===== src/rtl/thresholding_pkg.sv =====
// Shared width helpers for the thresholding output stage.
// Result width is the count plus a sign bit; the stream width rounds it up to bytes.
package thresholding_pkg;

   function automatic int o_bits(input int n);
      return n + 1;
   endfunction

   function automatic int d_bits(input int n);
      return 8 * ((n + 1 + 7) / 8);
   endfunction

   // Storage width of one queued entry: {last, signed result}.
   function automatic int entry_bits(input int n);
      return o_bits(n) + 1;
   endfunction

   function automatic int c_bits(input int c);
      return (c < 2) ? 1 : $clog2(c);
   endfunction

endpackage


===== src/rtl/thresholding_fifo.sv =====
// Generic DEPTH x W queue with registered storage; DEPTH need not be a power of two.
module thresholding_fifo #(
   parameter  int DEPTH = 2,
   parameter  int W     = 8,
   localparam int CW    = $clog2(DEPTH + 1),
   localparam int PW    = $clog2(DEPTH)
) (
   input  logic          clk,
   input  logic          rst,
   input  logic          push,
   input  logic [W-1:0]  wdata,
   input  logic          pop,
   output logic [W-1:0]  rdata,
   output logic [CW-1:0] count,
   output logic          full,
   output logic          empty
);

   logic [W-1:0]  mem [DEPTH];
   logic [PW-1:0] wr_ptr, rd_ptr;
   logic          do_push, do_pop;

   function automatic logic [PW-1:0] nxt(input logic [PW-1:0] p);
      return (p == PW'(DEPTH - 1)) ? '0 : p + 1'b1;
   endfunction

   assign full    = (count == CW'(DEPTH));
   assign empty   = (count == '0);
   assign do_push = push && !full;
   assign do_pop  = pop && !empty;
   assign rdata   = mem[rd_ptr];

   always_ff @(posedge clk or posedge rst) begin
      if (rst) begin
         wr_ptr <= '0;
         rd_ptr <= '0;
         count  <= '0;
         for (int i = 0; i < DEPTH; i++) mem[i] <= '0;
      end else begin
         if (do_push) begin
            mem[wr_ptr] <= wdata;
            wr_ptr      <= nxt(wr_ptr);
         end
         if (do_pop) rd_ptr <= nxt(rd_ptr);
         if (do_push && !do_pop)      count <= count + 1'b1;
         else if (do_pop && !do_push) count <= count - 1'b1;
      end
   end

endmodule


===== src/rtl/thresholding_obuf.sv =====
// Output stage of the thresholding pipeline: bias, buffer, AXI-Stream out.
// en doubles as upstream ready and freezes the pipeline while the queue is full.
module thresholding_obuf
   import thresholding_pkg::*;
#(
   parameter  int N      = 4,
   parameter  int C      = 1,
   parameter  int BIAS   = 0,
   parameter  int DEPTH  = 2,
   localparam int C_BITS = c_bits(C),
   localparam int O_BITS = o_bits(N),
   localparam int D_BITS = d_bits(N)
) (
   input  logic              clk,
   input  logic              rst,
   output logic              en,
   output logic              s_ready,
   input  logic              ivld,
   input  logic [C_BITS-1:0] icnl,
   input  logic [N-1:0]      idat,
   output logic              m_tvalid,
   input  logic              m_tready,
   output logic [D_BITS-1:0] m_tdata,
   output logic              m_tlast
);

   localparam int EW = entry_bits(N);
   localparam int CW = $clog2(DEPTH + 1);

   if (BIAS > 0 || BIAS < -(2 ** N)) begin : g_bias_chk
      $error("thresholding_obuf: BIAS out of range");
   end
   if (DEPTH < 2) begin : g_depth_chk
      $error("thresholding_obuf: DEPTH must be at least 2");
   end

   typedef struct packed {
      logic                     last;
      logic signed [O_BITS-1:0] res;
   } entry_t;

   entry_t        wr_e, rd_e;
   logic [EW-1:0] rdata;
   logic [CW-1:0] count;
   logic          full, empty, push, pop;

   // en depends only on the registered count, never on m_tready.
   assign en       = (count < CW'(DEPTH));
   assign s_ready  = en;
   assign push     = ivld && !full;
   assign m_tvalid = !empty;
   assign pop      = m_tvalid && m_tready;

   always_comb begin
      wr_e      = '0;
      wr_e.res  = O_BITS'($signed({1'b0, idat}) + BIAS);
      wr_e.last = (C == 1) ? 1'b1 : (icnl == C_BITS'(C - 1));
   end

   thresholding_fifo #(.DEPTH(DEPTH), .W(EW)) u_fifo (
      .clk   (clk),
      .rst   (rst),
      .push  (push),
      .wdata (wr_e),
      .pop   (pop),
      .rdata (rdata),
      .count (count),
      .full  (full),
      .empty (empty)
   );

   assign rd_e    = rdata;
   assign m_tdata = D_BITS'(rd_e.res);
   assign m_tlast = rd_e.last;

endmodule


===== config.mk =====
export PLATFORM = sky130hd
export DESIGN_NAME = thresholding_obuf
export DESIGN_NICKNAME = d
export VERILOG_FILES = /design/src/rtl/thresholding_pkg.sv /design/src/rtl/thresholding_fifo.sv /design/src/rtl/thresholding_obuf.sv
export SDC_FILE = /design/constraint.sdc
export NUM_CORES = 1
export LEC_CHECK = 0
export ABC_AREA = 1
export CAP_MARGIN = 30
export CELL_PAD_IN_SITES_DETAIL_PLACEMENT = 2
export CELL_PAD_IN_SITES_GLOBAL_PLACEMENT = 2
export CORE_UTILIZATION = 29
export CTS_BUF_LIST = sky130_fd_sc_hd__clkbuf_8 sky130_fd_sc_hd__clkbuf_16
export DETAILED_ROUTE_END_ITERATION = 8
export PLACE_DENSITY = 0.87
export SLEW_MARGIN = 5
export SYNTH_ARGS = -nofsm -noshare
export SYNTH_HDL_FRONTEND = slang
export SYNTH_HIERARCHICAL = 1
export SYNTH_SLANG_ARGS = --single-unit

===== constraint.sdc =====
create_clock -name clk -period 3.7 [get_ports clk]
set_input_delay 0.555 -clock clk [delete_from_list [all_inputs] [get_ports clk]]
set_output_delay 0.555 -clock clk [all_outputs]
set_load 0.03 [all_outputs]

==> flow_summary_export.csv, run 1 <==
group,metric,value,unit
status,status,"finished, violations left",
status,violations,"DRC",
timing,setup_tns,0,ps
cts,clk_pin_slew,70,ps
cts,htreeDepth,1,
detailed_routing,wl,2.38,mm
setup_path,worst-endpoint-arrival,1910,ps
detailed_routing,drt_pass1_iterations,6,
synthesis,synth_largest_area_cell,"dfrtp_1",
setup_path,cpPeakStageDelay,690,ps
setup_path,path_max_fanout,8,
run,drv_cap,0,
die,start_util,0.311,
die,die_x,56.8,um
power_and_ir_drop,power_density,1060,nW/um^2
synthesis,yosys.cell_types.count,18,
grt,antenna_found_initial,0,
cts,cts-root-buf,"clkbuf_8",
grt,grt_pass1_vias,862,
final_layout,finish.instance_area,1110,um^2
detailed_routing,drtIter0Drc,20,
power_and_ir_drop,ir_drop,0.391,mV
worst_hold_path,hold_class,"reg2reg",
worst_hold_path,hold_path_end,"u_fifo/mem[0]",
setup_path,r2r_end,"u_fifo/count[1]",
timing,fmaxAchievable,406,MHz
worst_hold_path,hp-start,"u_fifo/mem[0]",
cts,clk_latency,250,ps
cts,ctsResizeCount,0,
grt,grt_pass1_wl,4.09,mm
die,io-pin-count,21,
timing,skew,2.18,ps
cts,cts_buffers,3,
timing,final.min_clock_period,2460,ps
setup_path,critPathRequiredTime,3140,ps
detailed_routing,routedWlPerCell,14.7,um
detailed_routing,num_vias,805,
detailed_routing,vias_per_cell,4.97,
cts,cts_hold_buf,0,
grt,grt_max_degree,17,
power_and_ir_drop,power,1180,uW
timing,finalHoldViolations,0,
die,placeableCoreArea,2810,um^2
setup_path,crit_buf_inv,2,
timing,whs,481,ps
synthesis,ys_seq_area_frac,0.459,
final_layout,nNetsFinal,142,
setup_path,timing.rr.start,"u_fifo/count[1]",
cts,postCtsSetupBuffers,0,
placement,io_buffers,19,
final_layout,area.growth.synth_to_final,27.0,%
timing,slew_headroom,0.551,
timing,slew_violations,0,
synthesis,avgSynthCellArea,7.65,um^2
setup_path,critPathTopFamily,"buffers and inverters",
synthesis,ys_ff_latch,16,
power_and_ir_drop,p_leak,0.000592,uW
placement,place_inst,158,
die,die_h,56.8,um
setup_path,r2r_slack,1490,ps
placement,place_congestion,0.675,
setup_path,critical_path_class,"reg2out",
detailed_routing,drc,1,
synthesis,yosysWarnings,6,
worst_hold_path,min_path_cells,2,
cts,cts.path.max_buffers,2,
synthesis,synth_top_cells_by_area,"dfrtp_1 (46%), nand2_1 (22%), nand4_1 (9.3%)",
timing,tightest_slew,673,ps
placement,dpl.hpwl,1.66,mm
setup_path,slowest_stage,"clkdlybuf4s50_1",
setup_path,crit_top_cell,"nand2_1",
setup_path,r2r_cells,10,
setup_path,crit_chain,"inv_1 > nand2_1 > nand2_1 > clkdlybuf4s50_1",
placement,dpl_cell_area,1050,um^2
timing,rsz0062_at_grt,"no",
cts,cts_tree,"yes",
detailed_routing,ant_nets,0,
final_layout,drive_above_1_share,0.0840,
setup_path,worst_setup_path_end_kind,"primary output",
setup_path,cp-start-kind,"flop",
grt,grt.total_usage,0.167,
final_layout,stdcell_count,162,
die,die-area,3230,um^2
cts,cts_num_sinks,16,
final_layout,antenna_cells,0,
die,num_rows,19,
synthesis,synth_top_area_share,0.459,
synthesis,synthCells,114,
grt,overflow,0,
timing,finalCritPeriodShare,0.666,
synthesis,synth_area,872,um^2
timing,setup_viol,0,
[Yosys cell counts, drive strengths merged]
master,number
nand2,52
dfrtp,16
inv,13
nand4,13
buf,8
nand3,3
nor2,3
conb,2
ha,1
nand3b,1
o21ai,1
xnor2,1
[cell families after synthesis]
| group | after synthesis | share of synthesized area |
|---|---|---|
| AO/OA/AOI/OAI | 1 | 0.00573 |
| adder cells (fa/ha/maj) | 1 | 0.0143 |
| flip-flops | 16 | 0.459 |
| other | 2 | 0.00861 |
| buffers and inverters | 21 | 0.121 |
| AND/OR/NAND/NOR | 72 | 0.382 |
| XOR/XNOR | 1 | 0.0100 |
[flip-flops by register name, summed over array words and instances, names as in the netlist]
name           count
u_fifo/count       2
u_fifo/wr_ptr      1
u_fifo/rd_ptr      1
u_fifo/mem        12
[per-layer routing]
| metal | up-vias | GRT usage | share of wire |
|---|---|---|---|
| met5 | - | 0 | 0 |
| met4 | 0 | 0.0314 | 0.0042 |
| met3 | 2 | 0.0415 | 0.025 |
| met2 | 10 | 0.289 | 0.52 |
| met1 | 408 | 0.210 | 0.45 |
| li1 | 385 | - | - |
[layout make-up]
| type | count | area [um^2] |
|---|---|---|
| inverters | 13 | 48.8 |
| clock buffers | 4 | 55.1 |
| repair buffers | 19 | 190 |
| fillers | 332 | 1700 |
| well taps | 31 | 38.8 |
| multi-input cells | 79 | 374 |
| flip-flops and latches | 16 | 400 |
[where the power goes]
part | internal (uW) | leakage [uW] | total (uW) | switching (uW)
registers | 260 | 0.000198 | 346 | 85.0
clock network | 94.4 | 0.0000288 | 156 | 62.0
logic | 250 | 0.000365 | 677 | 427
total | 605 | 0.000592 | 1180 | 574
[worst max path at each step]
| stage | start | endpoint | slack [ps] | depth (start not counted) |
|---|---|---|---|---|
| 4_1_cts | u_fifo/rd_ptr | m_tdata[5] | 1220 | 4 |
| 3_5_place_dp | ivld | u_fifo/count[1] | 1270 | 10 |
| 5_1_grt | u_fifo/rd_ptr | m_tdata[5] | 1120 | 4 |
| 2_1_floorplan | u_fifo/rd_ptr | m_tdata[5] | 1980 | 5 |
| 6_report | u_fifo/rd_ptr | m_tdata[5] | 1240 | 4 |
| 3_3_place_gp | ivld | u_fifo/count[1] | 1320 | 10 |
[worst reg2reg max path: cells and delay by family, from the launching register on]
kind / cells / cell delay (ps)
AND/OR/NAND/NOR: 6 / 1140
adder cells (fa/ha/maj): 1 / 250
flip-flops: 1 / 460
buffers and inverters: 3 / 250
[placed cells by master, fill, tap and decap left out]
cell	netlist	layout
o21ai_0	1	1
nand2_1	51	51
nand3b_1	1	1
nand4_1	13	13
nand2_4	1	1
inv_2	2	2
dfrtp_1	16	16
conb_1	2	4
nor2_2	2	2
inv_1	11	11
xnor2_1	1	1
ha_1	1	1
clkdlybuf4s50_1	0	19
nor2_1	1	1
nand3_2	2	2
clkbuf_8	0	4
nand3_1	1	1
[per-stage QoR]
step	utilization	setup slack, ps
after floorplan	-	1980
after global routing	0.395	1120
final	0.395	1240
after detailed placement	0.375	1270
after global placement	0.375	1320
after CTS	0.395	1220
No activity file was read; power rests on OpenSTA's default activity.
==> run 2: changes to the inputs <==
- CORE_UTILIZATION: 29 -> 24
- PLACE_DENSITY: 0.87 -> 0.78
- clock period: 3.7 -> 2.22 ns (I/O delays scaled with it)
==> run 2 against run 1 <==
Final cell count up 10%. Die area up 20%. The flow now finishes without violations. Critical endpoint is now m_tdata[6]. Sequential power up 61%.
==> flow_summary_export.csv, run 2 (synthesized netlist as in run 1, its figures left out) <==
group,metric,value,unit
placement,place_congestion,0.744,
timing,finalCritPeriodShare,0.933,
final_layout,final_common_cell,"nand2_1",
die,die-area,3880,um^2
power_and_ir_drop,p_int,1030,uW
placement,io_buffers,19,
die,die_x,62.3,um
detailed_routing,drt_pass1_iterations,4,
detailed_routing,drtIter0Drc,12,
timing,tightest_slew,615,ps
final_layout,reg.largest.list,"u_fifo/mem: 12 flops, u_fifo/count: 2 flops",
timing,skew,5.79,ps
cts,cts_num_sinks,16,
cts,cts_hold_buf,0,
status,status,"finished clean",
timing,setup_tns,0,ps
final_layout,multi_input_area,374,um^2
grt,antenna_found_initial,0,
die,io-pin-count,21,
cts,cts_buffers,3,
detailed_routing,ant_nets,0,
placement,dpl.hpwl,1.77,mm
power_and_ir_drop,p_sw_frac,0.480,
cts,clk_pin_slew,70,ps
grt,grt.total_usage,0.134,
power_and_ir_drop,p_switching,946,uW
timing,rsz0062_at_grt,"no",
power_and_ir_drop,p_leak,0.000602,uW
power_and_ir_drop,comb_power_share,0.587,
cts,clk_latency,250,ps
final_layout,largest_register_ffs,12,
setup_path,worst_setup_path_end_kind,"primary output",
cts,cts_tree,"yes",
detailed_routing,wl,2.33,mm
grt,met1_usage,0.146,
final_layout,top_register,"u_fifo/mem",
power_and_ir_drop,clkPwrFrac,0.131,
timing,slew_headroom,0.590,
cts,htreeDepth,1,
final_layout,drive_above_1_share,0.0977,
final_layout,antenna_cells,0,
final_layout,fillers,411,
run,drv_cap,0,
grt,met2_usage,0.251,
power_and_ir_drop,power_density,1730,nW/um^2
cts,ctsResizeCount,0,
die,start_util,0.255,
setup_path,path_max_fanout,7,
final_layout,seqCellArea,400,um^2
placement,pre_cts_ws,397,ps
grt,grtUsageMet3,0.0165,
cts,postCtsSetupBuffers,0,
timing,final.min_clock_period,2070,ps
timing,slew_violations,0,
setup_path,r2r_end,"u_fifo/count[1]",
detailed_routing,vias_per_cell,4.39,
die,die_h,62.3,um
timing,fmaxAchievable,483,MHz
grt,grt_pass1_vias,888,
setup_path,critical_path_class,"reg2out",
grt,busiest_layer,"met2",
setup_path,cp-start-kind,"flop",
setup_path,r2r_slack,570,ps
grt,overflow,0,
final_layout,area.growth.synth_to_final,30.8,%
timing,timing.final.ws_setup,150,ps
power_and_ir_drop,ir_drop,0.342,mV
die,placeableCoreArea,3420,um^2
cts,cts.path.max_buffers,2,
setup_path,worst-endpoint-arrival,1740,ps
die,num_rows,21,
detailed_routing,routedWlPerCell,13.0,um
final_layout,nNetsFinal,144,
worst_hold_path,hold_class,"in2async",
detailed_routing,num_vias,785,
grt,grt_pass1_wl,4.02,mm
setup_path,critPathRequiredTime,1890,ps
final_layout,final_cell_mix,"nand2_1 (51), clkdlybuf4s50_1 (19), dfrtp_1 (16)",
timing,setup_viol,0,
grt,grt_max_degree,17,
detailed_routing,drc,0,
power_and_ir_drop,power.share.sequential,0.282,
cts,cts-root-buf,"clkbuf_8",
setup_path,r2r_cells,10,
timing,finalHoldViolations,0,
setup_path,timing.rr.start,"u_fifo/count[1]",
run 2: cell type report:
| cell class | count | share of cell area |
|---|---|---|
| Inverter | 13 | 0.0428 |
| Tap cell | 46 | 0.0504 |
| Timing Repair Buffer | 21 | 0.180 |
| Sequential cell | 16 | 0.351 |
| Multi-Input combinational cell | 79 | 0.328 |
| Clock buffer | 4 | 0.0482 |
run 2: critical path, cell delays in order (launching register included):
cell and delay [ps]:
dfrtp_1 380, inv_1 200, nand2_1 90, nand2_1 120
clkdlybuf4s50_1 690
run 2: power groups by stage:
| stage | Clock, uW | Sequential [uW] | Combinational, uW |
|---|---|---|---|
| final | 257 | 556 | 1160 |
| after global routing | 279 | 577 | 1280 |
| after CTS | 270 | 559 | 1190 |
| after detailed placement | 0 | 563 | 1180 |
| after global placement | 0 | 552 | 1120 |
| after floorplan | 0 | 507 | 859 |
run 2: through the flow:
stage	instances	hold slack [ps]	total power [uW]	instance area [um^2]	utilization
floorplan	116	247	1370	880	-
global placement	175	455	1670	1090	0.318
detailed placement	175	463	1740	1090	0.318
CTS	179	481	2010	1140	0.334
global route	179	498	2130	1140	0.334
finish	179	456	1970	1140	0.334
run 2: routing by layer:
metal / routed length [um] / part of all wire / vias to the layer above
met3: 53 / 0.023 / 2
met4: 27 / 0.012 / 0
li1: - / - / 386
met2: 1290 / 0.55 / 11
met5: 0 / 0 / -
met1: 957 / 0.41 / 386
run 2: worst max-delay path by stage:
stage	from	end	slack (ps)	cells after the start
after floorplan	u_fifo/count[0]	u_fifo/count[1]	570	12
after global placement	u_fifo/rd_ptr	m_tdata[5]	470	4
after detailed placement	u_fifo/rd_ptr	m_tdata[6]	400	4
after CTS	u_fifo/rd_ptr	m_tdata[6]	110	4
after global routing	u_fifo/rd_ptr	m_tdata[6]	30	4
final	u_fifo/rd_ptr	m_tdata[6]	150	4
==> run 3: changes to the inputs <==
- CELL_PAD_IN_SITES_DETAIL_PLACEMENT: 2 -> not set
- CELL_PAD_IN_SITES_GLOBAL_PLACEMENT: 2 -> not set
- CORE_UTILIZATION: 24 -> 35
- PLACE_DENSITY: 0.78 -> 0.69
- SYNTH_HIERARCHICAL: 1 -> not set
==> run 3 against run 2 <==
Utilization is 14 points higher. Via count fell by 21%. Sequential power shrank 16%. Clock skew down 3.2 ps. Clock power fell by 4%. Sequential share of layout area increased by 2.2 points. Largest cell class unchanged. Total power down 26%. Worst setup slack improved by 34 ps. Maximum frequency up 1.7%. Critical endpoint is now m_tdata[3]. Largest power group unchanged. First-iteration DRC count decreased by 25%. Combinational power decreased by 36%.
==> flow_summary_export.csv, run 3 <==
group,metric,value,unit
synthesis,yosysWarnings,0,
detailed_routing,routed.top_layer,"met4",
detailed_routing,wl_met1,600,um
cts,cts-root-buf,"clkbuf_8",
run,drv_cap,0,
cts,clk_latency,250,ps
synthesis,synth_xor_area_frac,0.0118,
power_and_ir_drop,p_switching,651,uW
cts,cts_hold_buf,0,
placement,io_buffers,15,
final_layout,nNetsFinal,118,
final_layout,area.growth.synth_to_final,26.3,%
detailed_routing,wl_met2,749,um
detailed_routing,num_vias,624,
status,status,"finished clean",
setup_path,crit_top_cell,"nand2_1",
detailed_routing,routedWlPerCell,10.7,um
synthesis,synth_top_family_by_area,"simple AND/OR/NAND/NOR gates",
synthesis,avgSynthCellArea,8.08,um^2
setup_path,cp-start-kind,"flop",
power_and_ir_drop,p_sw_frac,0.445,
synthesis,synth_area,743,um^2
synthesis,yosys-mux-area-fraction,0,
placement,dpl.hpwl,1.08,mm
timing,rsz0062_at_grt,"no",
cts,cts_buffers,3,
setup_path,r2r_slack,780,ps
timing,setup_viol,0,
timing,slew_headroom,0.652,
timing,final.min_clock_period,2040,ps
timing,finalCritPeriodShare,0.917,
final_layout,final_cell_mix,"nand2_1 (42), clkdlybuf4s50_1 (15), dfrtp_1 (14)",
synthesis,synth_edf_count,0,
die,io-pin-count,21,
setup_path,critPathRequiredTime,1890,ps
synthesis,synth_compound_area_frac,0.00673,
die,placeableCoreArea,1980,um^2
synthesis,synth_top_cells_by_area,"dfrtp_1 (47%), nand2_1 (21%), nand4_1 (7.6%)",
final_layout,final_common_cell,"nand2_1",
setup_path,critical_path_class,"reg2out",
die,die_h,48.1,um
final_layout,drive_above_1_share,0.0935,
synthesis,synth_top_area_share,0.471,
setup_path,crit_chain,"inv_1 > nand2_1 > nand2_1 > clkdlybuf4s50_1",
detailed_routing,wl,1.43,mm
final_layout,fin_util,0.473,
detailed_routing,met3_length,41,um
synthesis,synthArstFlopShare,1.00,
timing,slew_violations,0,
setup_path,timing.rr.start,"u_fifo.count[0]",
setup_path,slowest_stage,"clkdlybuf4s50_1",
synthesis,ys_ff_latch,14,
power_and_ir_drop,power.share.sequential,0.320,
cts,clk_pin_slew,60,ps
synthesis,synth_largest_area_cell,"dfrtp_1",
cts,cts_num_sinks,14,
final_layout,antenna_cells,0,
final_layout,reg.largest.list,"u_fifo.mem: 10 flops, u_fifo.count: 2 flops",
power_and_ir_drop,ir_drop,0.542,mV
synthesis,synth-adder-area-share,0.0168,
setup_path,r2r_cells,9,
power_and_ir_drop,p_int,810,uW
grt,overflow,0,
final_layout,fillers,188,
cts,cts.path.max_buffers,2,
timing,skew,2.61,ps
cts,htreeDepth,1,
synthesis,yosys.cell_types.count,17,
setup_path,path_max_fanout,8,
timing,fmaxAchievable,491,MHz
setup_path,r2r_end,"u_fifo.count[1]",
detailed_routing,vias_per_cell,4.66,
synthesis,synth_most_common_cell,"nand2_1",
cts,ctsResizeCount,0,
timing,finalHoldViolations,0,
grt,antenna_found_initial,0,
synthesis,synthCells,92,
power_and_ir_drop,power_density,1560,nW/um^2
final_layout,top_register,"u_fifo.mem",
die,die_x,48.1,um
synthesis,ys_seq_area_frac,0.471,
power_and_ir_drop,comb_power_share,0.511,
setup_path,crit_buf_inv,2,
setup_path,critPathTopFamily,"buffers and inverters",
power_and_ir_drop,clkPwrFrac,0.170,
die,start_util,0.375,
grt,grt_max_degree,15,
detailed_routing,ant_nets,0,
detailed_routing,drc,0,
power_and_ir_drop,p_leak,0.000497,uW
detailed_routing,drt_pass1_iterations,4,
synthesis,synth-simple-area-share,0.354,
grt,grt.total_usage,0.146,
cts,postCtsSetupBuffers,0,
final_layout,largest_register_ffs,10,
die,die-area,2310,um^2
setup_path,worst-endpoint-arrival,1700,ps
cts,cts_tree,"yes",
setup_path,cpPeakStageDelay,660,ps
setup_path,worst_setup_path_end_kind,"primary output",
worst_hold_path,hold_class,"in2async",
grt,grt_pass1_wl,2.19,mm
placement,place_congestion,0.726,
synthesis,synth_commonest_cells,"nand2_1 (42), dfrtp_1 (14), nand4_1 (9), inv_1 (8), buf_4 (5)",
grt,grt_pass1_vias,545,
detailed_routing,drtIter0Drc,9,
synthesis,synthFlopType,"dfrtp_1",
timing,tightest_slew,522,ps
die,num_rows,16,
timing,setup_tns,0,ps
run 3: cell count changes after synthesis, moves of 2 or more:
cell	change
buf_2	-2
nor2_2	-2
inv_1	-3
nand2_1	-9
dfrtp_1	-2
nand4_1	-4
run 3: final cells by class:
class,instances,area (um^2),area share
Multi-Input combinational cell,63,304,0.324
Inverter,10,37.5,0.0400
Sequential cell,14,350,0.373
Tap cell,27,33.8,0.0360
Timing Repair Buffer,16,158,0.168
Clock buffer,4,55.1,0.0587
run 3: logic make-up after synthesis:
logic type / count (synthesis)
fa+ha+maj: 1
flops: 14
other cells: 1
simple gates: 56
compound gates: 1
buf+inv: 18
xor+xnor: 1
run 3: worst max path at each step:
stage	depth (start not counted)	from	to	slack (ps)
after floorplan	8	u_fifo.count[1]	u_fifo.count[1]	520
after global placement	4	u_fifo.rd_ptr	m_tdata[0]	450
after detailed placement	4	u_fifo.rd_ptr	m_tdata[0]	460
after CTS	4	u_fifo.rd_ptr	m_tdata[3]	170
after global routing	4	u_fifo.rd_ptr	m_tdata[0]	110
final	4	u_fifo.rd_ptr	m_tdata[3]	180
run 3: per-stage QoR:
stage | worst slack, ps | total power (uW) | instance area (um^2) | std cells | hold WS [ps]
after floorplan | 515 | 1010 | 754 | 95 | 222
after global placement | 445 | 1200 | 883 | 130 | 438
after detailed placement | 456 | 1220 | 883 | 130 | 443
after CTS | 171 | 1480 | 938 | 134 | 433
after global routing | 106 | 1580 | 938 | 134 | 456
final | 184 | 1460 | 938 | 134 | 422
run 3: power groups by stage:
stage	Sequential [uW]	Combinational, uW	Clock, uW
2_1_floorplan	432	573	0
3_3_place_gp	463	738	0
3_5_place_dp	468	753	0
4_1_cts	465	757	255
5_1_grt	481	834	265
6_report	467	746	248
run 3: routing by layer:
metal	track usage	vias up
li1	-	310
met1	0.149	296
met5	0	-
met3	0.0340	3
met4	0.100	0
met2	0.259	15
